[config.mk]
export PLATFORM = sky130hd
export DESIGN_NAME = frame_update_scheduler
export DESIGN_NICKNAME = d
export VERILOG_FILES = /design/src/rtl/frame_update_scheduler.sv
export SDC_FILE = /design/constraint.sdc
export NUM_CORES = 1
export LEC_CHECK = 0
export ABC_CLOCK_PERIOD_IN_PS = 5200
export BUFFER_PORTS_ARGS = -buffer_cell sky130_fd_sc_hd__buf_2
export CAP_MARGIN = 20
export CORE_UTILIZATION = 30
export CTS_BUF_LIST = sky130_fd_sc_hd__clkbuf_2
export DETAILED_ROUTE_END_ITERATION = 8
export MAX_ROUTING_LAYER = met4
export SYNTH_ARGS = -nofsm -noshare
export SYNTH_HDL_FRONTEND = slang
export SYNTH_SLANG_ARGS = --single-unit
[constraint.sdc]
create_clock -name clk_50 -period 5.2 [get_ports clk_50]
set_clock_uncertainty 0.15 [all_clocks]
set_input_delay 0.78 -clock clk_50 [delete_from_list [all_inputs] [get_ports clk_50]]
set_output_delay 0.78 -clock clk_50 [all_outputs]
set_load 0.05 [all_outputs]
[src/rtl/frame_update_scheduler.sv]
// rtl/frame_update_scheduler.sv - per-frame start/done sequencer for update units
// Launches each client in order on a refresh_clock rising edge, counts frames, overruns and hangs.
module frame_update_scheduler #(
    parameter int NUM_CLIENTS    = 3,
    parameter int TIMEOUT_CYCLES = 1000000,
    parameter int FRAME_W        = 16
) (
    input  logic                   clk_50,
    input  logic                   reset,
    input  logic                   refresh_clock,
    input  logic                   enable,
    output logic [NUM_CLIENTS-1:0] start,
    input  logic [NUM_CLIENTS-1:0] done,
    output logic                   busy,
    output logic [((NUM_CLIENTS > 1) ? $clog2(NUM_CLIENTS) : 1)-1:0] active_client,
    output logic [FRAME_W-1:0]     frame_count,
    output logic [7:0]             overrun_count,
    output logic                   timeout_flag,
    output logic [((NUM_CLIENTS > 1) ? $clog2(NUM_CLIENTS) : 1)-1:0] timeout_client
);
    localparam int CW = (NUM_CLIENTS > 1) ? $clog2(NUM_CLIENTS) : 1;
    localparam int WW = $clog2(TIMEOUT_CYCLES);
    localparam logic [CW-1:0]          LAST_CLIENT = CW'(NUM_CLIENTS - 1);
    localparam logic [WW-1:0]          WAIT_MAX    = WW'(TIMEOUT_CYCLES - 1);
    localparam logic [NUM_CLIENTS-1:0] ONE_HOT0    = NUM_CLIENTS'(1);

    typedef enum logic [1:0] {IDLE, LAUNCH, WAIT} state_t;

    state_t               state;
    logic                 prev_refresh;
    logic [WW-1:0]        wait_count;
    logic                 tick;
    logic                 done_active;
    logic [(2**CW)-1:0]   done_pad;

    // Padding keeps the variable bit-select in range when NUM_CLIENTS is not a power of two.
    assign done_pad    = (2**CW)'(done);
    assign done_active = done_pad[active_client];
    assign tick        = refresh_clock & ~prev_refresh;

    always_ff @(posedge clk_50) begin
        if (reset) begin
            state          <= IDLE;
            prev_refresh   <= 1'b1;
            wait_count     <= '0;
            start          <= '0;
            busy           <= 1'b0;
            active_client  <= '0;
            frame_count    <= '0;
            overrun_count  <= '0;
            timeout_flag   <= 1'b0;
            timeout_client <= '0;
        end else begin
            prev_refresh <= refresh_clock;

            case (state)
                IDLE: begin
                    start <= '0;
                    if (tick && enable) begin
                        state         <= LAUNCH;
                        active_client <= '0;
                        start         <= ONE_HOT0;
                        busy          <= 1'b1;
                        frame_count   <= frame_count + 1'b1;
                    end
                end
                LAUNCH: begin
                    start      <= '0;
                    wait_count <= '0;
                    state      <= WAIT;
                end
                WAIT: begin
                    wait_count <= wait_count + 1'b1;
                    // A hung client is skipped exactly as though it had completed.
                    if (done_active || (wait_count == WAIT_MAX)) begin
                        if (!done_active && !timeout_flag) begin
                            timeout_flag   <= 1'b1;
                            timeout_client <= active_client;
                        end
                        if (active_client == LAST_CLIENT) begin
                            state         <= IDLE;
                            busy          <= 1'b0;
                            active_client <= '0;
                        end else begin
                            state         <= LAUNCH;
                            active_client <= active_client + 1'b1;
                            start         <= ONE_HOT0 << (active_client + 1'b1);
                        end
                    end
                end
                default: begin
                    state         <= IDLE;
                    start         <= '0;
                    busy          <= 1'b0;
                    active_client <= '0;
                end
            endcase

            if (tick && (state != IDLE) && (overrun_count != 8'hFF)) begin
                overrun_count <= overrun_count + 8'd1;
            end
        end
    end
endmodule

==> results of run 1 <==
logic make-up (layout without fill, tap and decap cells):
kind of cell,after synthesis,in the layout,synth area share [%]
xor+xnor,31,31,10.0
flops,56,56,41.5
fa+ha+maj,7,7,3.24
simple gates,139,139,29.1
mux,8,8,2.96
compound gates,39,39,9.02
buf+inv,20,57,4.16
through the flow:
stage	power (uW)	instance area (sq um)	setup slack [ns]
after floorplan	594	2700	3.08
after global placement	622	2960	2.88
after detailed placement	623	2960	2.87
after CTS	844	3030	2.87
after global routing	879	3030	2.69
final	829	3030	2.90
worst max path at each step:
stage / from / endpoint / slack, ns / cells after the start
global placement: refresh_clock / frame_count[15] / 2.88 / 6
finish: state[0] / wait_count[15] / 2.90 / 6
detailed placement: refresh_clock / frame_count[15] / 2.87 / 6
floorplan: enable / frame_count[11] / 3.08 / 7
CTS: state[0] / wait_count[15] / 2.87 / 6
global route: state[0] / wait_count[15] / 2.69 / 6
cells in the final DEF (no fill, tap or decap), types with 8 or more instances in the layout:
cell type   n
inv_1      10
dfxtp_1    56
nand2b_1    8
mux2i_1     8
a21oi_1    15
nand3_1    13
o21ai_0    12
buf_2      39
xnor2_1    13
nand2_1    17
nor2_1     41
xor2_1     18
or3_1      11
and4_1      9
worst register-to-register path, delay by kind of cell, from the launching register on:
kind | cells | cell delay, ns
flip-flops | 1 | 0.45
adder cells (fa/ha/maj) | 1 | 0.42
buffers and inverters | 1 | 0.08
AND/OR/NAND/NOR | 3 | 1.01
AO/OA/AOI/OAI | 1 | 0.14
registers in the layout (all words and copies together) (netlist names):
name            count
timeout_flag        1
timeout_client      2
busy                1
frame_count        16
state               2
prev_refresh        1
wait_count         20
overrun_count       8
active_client       2
start               3
where the power goes:
group          switching, uW  total [uW]  internal [uW]  leakage, uW
Combinational            101         155           53.6     0.000652
Clock                    136         216           80.0    0.0000390
Sequential              12.1         458            446     0.000452
cell type report:
| cell class | instances | area (sq um) | area share [%] |
|---|---|---|---|
| repair buffers | 39 | 195 | 6.45 |
| inverters | 10 | 37.5 | 1.24 |
| multi-input cells | 224 | 1470 | 48.6 |
| flip-flops and latches | 56 | 1120 | 37.0 |
| clock inverters | 3 | 42.5 | 1.41 |
| well taps | 108 | 135 | 4.46 |
| clock buffers | 5 | 25.0 | 0.827 |
layer usage:
metal	vias to the layer above	share of wire (%)	track usage, %
li1	1112	-	-
met5	-	0	-
met3	6	3.1	2.96
met4	0	1.4	3.79
met1	1004	47	13.3
met2	28	49	19.4
==> results.toml, run 1 <==
[run_status]
status = "finished, final reports clean"

[yosys]
synthCells = 300
synth_common_cells = "56 x dfxtp_1, 41 x nor2_1, 18 x xor2_1"
synth_edf_count = 0
synth_most_common_cell = "dfxtp_1"
synth-async-reset-ratio_pct = 0
ys.warnings.count = 0
ys_ff_latch = 56
syn_nets = 314
synth_area_sq_um = 2700
syn_avg_cell_area_sq_um = 9.01
synth_ff_type = "dfxtp_1"
ys_types = 50
synth_area_leaders = "dfxtp_1 41%, xor2_1 5.8%, nor2_1 5.7%"
yosys.area.top_type_share_pct = 41.5
synth_top_area_cell = "dfxtp_1"
yosysSeqAreaShare_pct = 41.5

[detailed_routing]
viasPerCell = 4.83
via_count = 2150
ant_nets = 0
drc = 0
drt_wl_total_microns = 5110
post_drt_wl_per_cell_microns = 11.5
drtPass1Iterations = 4
drt_iter0_drc = 66

[final_layout]
nFillCells = 879
nNetsFinal = 350
post-route-util_pct = 34.7
area_growth_pct = 11.9
stdcell_count = 445
diodes = 0
drive_above_1_share_pct = 16.9

[sta]
maxSlewHeadroom_pct = 56.0
tns_ns = 0
hold_viol = 0
fmax_mhz = 434
fin_crit_ns = 2.30
holdWs_ns = 0.350
rsz0062_at_grt = "no"
setup_violations = 0
maxSlewViolCount = 0
finalCritPeriodShare_pct = 44.3
worstMarginPinSlew_ns = 0.656

[worst_setup_path]
start_kind = "register"
ff2ff_path_depth = 6
path_max_fanout = 9
rrSetupSlack_ns = 2.90
critical_path_required_ns = 5.43
slowest_stage = "dfxtp_1"
path_cells = "inv_1, ha_1, and4_1, nand4_1, or3_1, a21oi_1"
worstSetupPathType = "register to register"
r2r_start = "state[0]"
r2r-end = "wait_count[15]"
max_stage_delay_ns = 0.45
crit_path_end_kind = "register"
cp.arrival_ns = 2.54
crit_buf_inv = 1
critPathTopFamily = "simple AND/OR/NAND/NOR gates"

[power_and_ir_drop]
peakVddDrop_mv = 0.0877
p_per_area_nw_per_um2 = 274
leakage_uw = 0.00114

[min_path]
hold_depth = 2
hp-start = "timeout_client[1]"
hp-class = "register to register"
worstHoldEndpoint = "timeout_client[1]"

[clocking]
post_cts_buffers = 0
clk-insertion-delay-late_ns = 0.45
tritoncts = "yes"
ctsHtreeMaxLevel = 2
cts.sinks = 56
root_buffer = "clkbuf_2"
cts.clk_slew.worst_paths_ns = 0.28
post_cts_resize_count = 0
clock_path_buffers = 2
cts.hold.buffers_added = 0
cts_made_buffers = 5

[floorplanning]
dieArea_sq_um = 9400
coreArea_sq_um = 8720
die_h_microns = 96.9
die_w_microns = 96.9
row_count = 34
io_pins = 40
initial_core_util_pct = 31.0

[flow_run]
maxCapViolations = 0

[placed_design]
place_hpwl_microns = 3730
gp_congestion = 0.774
io_buffers = 39
place_inst = 437

[global_routing]
grt_first_pass_wirelength_microns = 8830
overflow = 0
antenna_found_initial = 0
grt_max_degree = 38
grt.total_usage_pct = 11.5
grt_pass1_vias = 1964
No activity file was read; power rests on OpenSTA's default activity.
==> run 2: changes to the inputs <==
ABC_CLOCK_PERIOD_IN_PS = 2250   (was 5200)
clock period = 2.25 ns   (was 5.2 ns; I/O delays follow)
==> run 2 against run 1 <==
Power is 120% higher. Worst hold slack got worse by 0.079 ns. Cell count rose by 2.9%. Critical endpoint is now overrun_count[7]. Largest power group unchanged. Highest routed layer unchanged.
==> results.toml, run 2 (synthesized netlist as in run 1, its figures left out) <==
[final_layout]
top_register = "wait_count"
drive_above_1_share_pct = 19.4
stdcell_count = 458
diodes = 0
nNetsFinal = 363
nFillCells = 891
area_growth_pct = 15.8
top_regs = "wait_count x20, frame_count x16, overrun_count x8"
final_cell_mix = "56 x dfxtp_1, 41 x nor2_1, 39 x buf_2"
final_common_cell = "dfxtp_1"
largest_reg_flops = 20
fin_area_sq_um = 3130

[clocking]
cts.sinks = 56
ctsHtreeMaxLevel = 2
clk-insertion-delay-late_ns = 0.44
tritoncts = "yes"
cts.clk_slew.worst_paths_ns = 0.29
clock_path_buffers = 2
cts_made_buffers = 5
root_buffer = "clkbuf_2"

[floorplanning]
io_pins = 40
die_h_microns = 96.9
die_w_microns = 96.9
initial_core_util_pct = 31.0
coreArea_sq_um = 8720
row_count = 34
dieArea_sq_um = 9400

[worst_setup_path]
cp.arrival_ns = 2.30
path_max_fanout = 10
start_kind = "register"
r2r-end = "overrun_count[7]"
worstSetupPathType = "register to register"
crit_path_end_kind = "register"
critical_path_required_ns = 2.44
r2r_start = "state[0]"
ff2ff_path_depth = 7
rrSetupSlack_ns = 0.14

[sta]
finalCritPeriodShare_pct = 93.8
tns_ns = 0
fin_crit_ns = 2.11
hold_viol = 0
setup_violations = 0
worstMarginPinSlew_ns = 0.720
holdWs_ns = 0.271
fmax_mhz = 474
rsz0062_at_grt = "no"
maxSlewViolCount = 0
maxSlewHeadroom_pct = 51.7

[detailed_routing]
drtPass1Iterations = 4
drc = 0
drt_wl_total_microns = 5450
drt_iter0_drc = 51
post_drt_wl_per_cell_microns = 11.9
via_count = 2207
ant_nets = 0
viasPerCell = 4.82

[placed_design]
place_inst = 444
place_hpwl_microns = 4030
gp_congestion = 0.795
io_buffers = 39
dpl_cell_area_sq_um = 3010

[global_routing]
antenna_found_initial = 0
grt_first_pass_wirelength_microns = 9430
grt_pass1_vias = 2063
met3_usage_pct = 2.96
grtUsageMet2_pct = 21.0
busiest_layer = "met2"
met1_usage_pct = 14.6
grt.total_usage_pct = 12.4
grt_max_degree = 26
overflow = 0

[min_path]
hold_depth = 4
worstHoldEndpoint = "frame_count[1]"
hp-start = "enable"
hp-class = "input port to register"

[power_and_ir_drop]
peakVddDrop_mv = 0.278
power.total_uw = 1850
leakage_uw = 0.00121
p_per_area_nw_per_um2 = 590

[flow_run]
maxCapViolations = 0

[run_status]
status = "finished, final reports clean"
## run 2: cell types whose count changed in the layout (fill, tap and decap cells not counted), sizes merged
| cell | delta |
|---|---|
| buf | +10 |
| dlygate4sd3 | +3 |
| bufinv | -1 |
| clkinvlp | +1 |
## run 2: worst max-delay path, cell delays in order, from the launching register on
cell and delay [ns]:
dfxtp_1 0.46, inv_1 0.09, ha_1 0.29, nor3b_1 0.30
o31ai_2 0.23, nor4_2 0.29, xnor2_1 0.15, nor2_1 0.05
## run 2: layout make-up
cell class,count,area [sq um],share of cell area (%)
Inverter,10,37.5,1.20
Clock buffer,5,25.0,0.799
Timing Repair Buffer,52,300,9.59
Tap cell,108,135,4.31
Sequential cell,56,1120,35.8
Multi-Input combinational cell,224,1490,47.7
Clock inverter,3,18.8,0.599
## run 2: how the worst max path moves through the flow
stage / slack (ns) / start / endpoint
2_1_floorplan: 0.15 / overrun_count[0] / overrun_count[5]
3_3_place_gp: 0.17 / state[0] / overrun_count[7]
3_5_place_dp: 0.13 / state[0] / wait_count[15]
4_1_cts: 0.06 / state[0] / wait_count[15]
5_1_grt: 0.01 / state[0] / overrun_count[7]
6_report: 0.14 / state[0] / overrun_count[7]
## run 2: layer usage
| layer | vias to the layer above | share of wire, % |
|---|---|---|
| met1 | 1030 | 47 |
| met3 | 7 | 3.1 |
| met5 | - | 0 |
| li1 | 1137 | - |
| met4 | 0 | 1.4 |
| met2 | 33 | 48 |
## run 2: where the power goes
| group | switching [uW] | total [uW] | internal (uW) |
|---|---|---|---|
| registers | 29.5 | 1060 | 1030 |
| logic | 247 | 397 | 150 |
| clock network | 318 | 390 | 71.7 |
| total | 594 | 1850 | 1250 |
## run 2: repair_timing
item                                    in CTS  in global routing
buffers inserted                             0                  3
hold buffers                                 3                  0
endpoints found under the hold margin        6                  0
gates resized for setup                      0                  4
endpoints found under the setup margin       0                 12
## run 2: metrics by stage
| step | setup WS [ns] | utilization, % |
|---|---|---|
| global placement | 0.165 | 34.5 |
| global route | 0.0107 | 35.9 |
| CTS | 0.0581 | 35.4 |
| finish | 0.139 | 35.9 |
| floorplan | 0.151 | - |
| detailed placement | 0.131 | 34.5 |
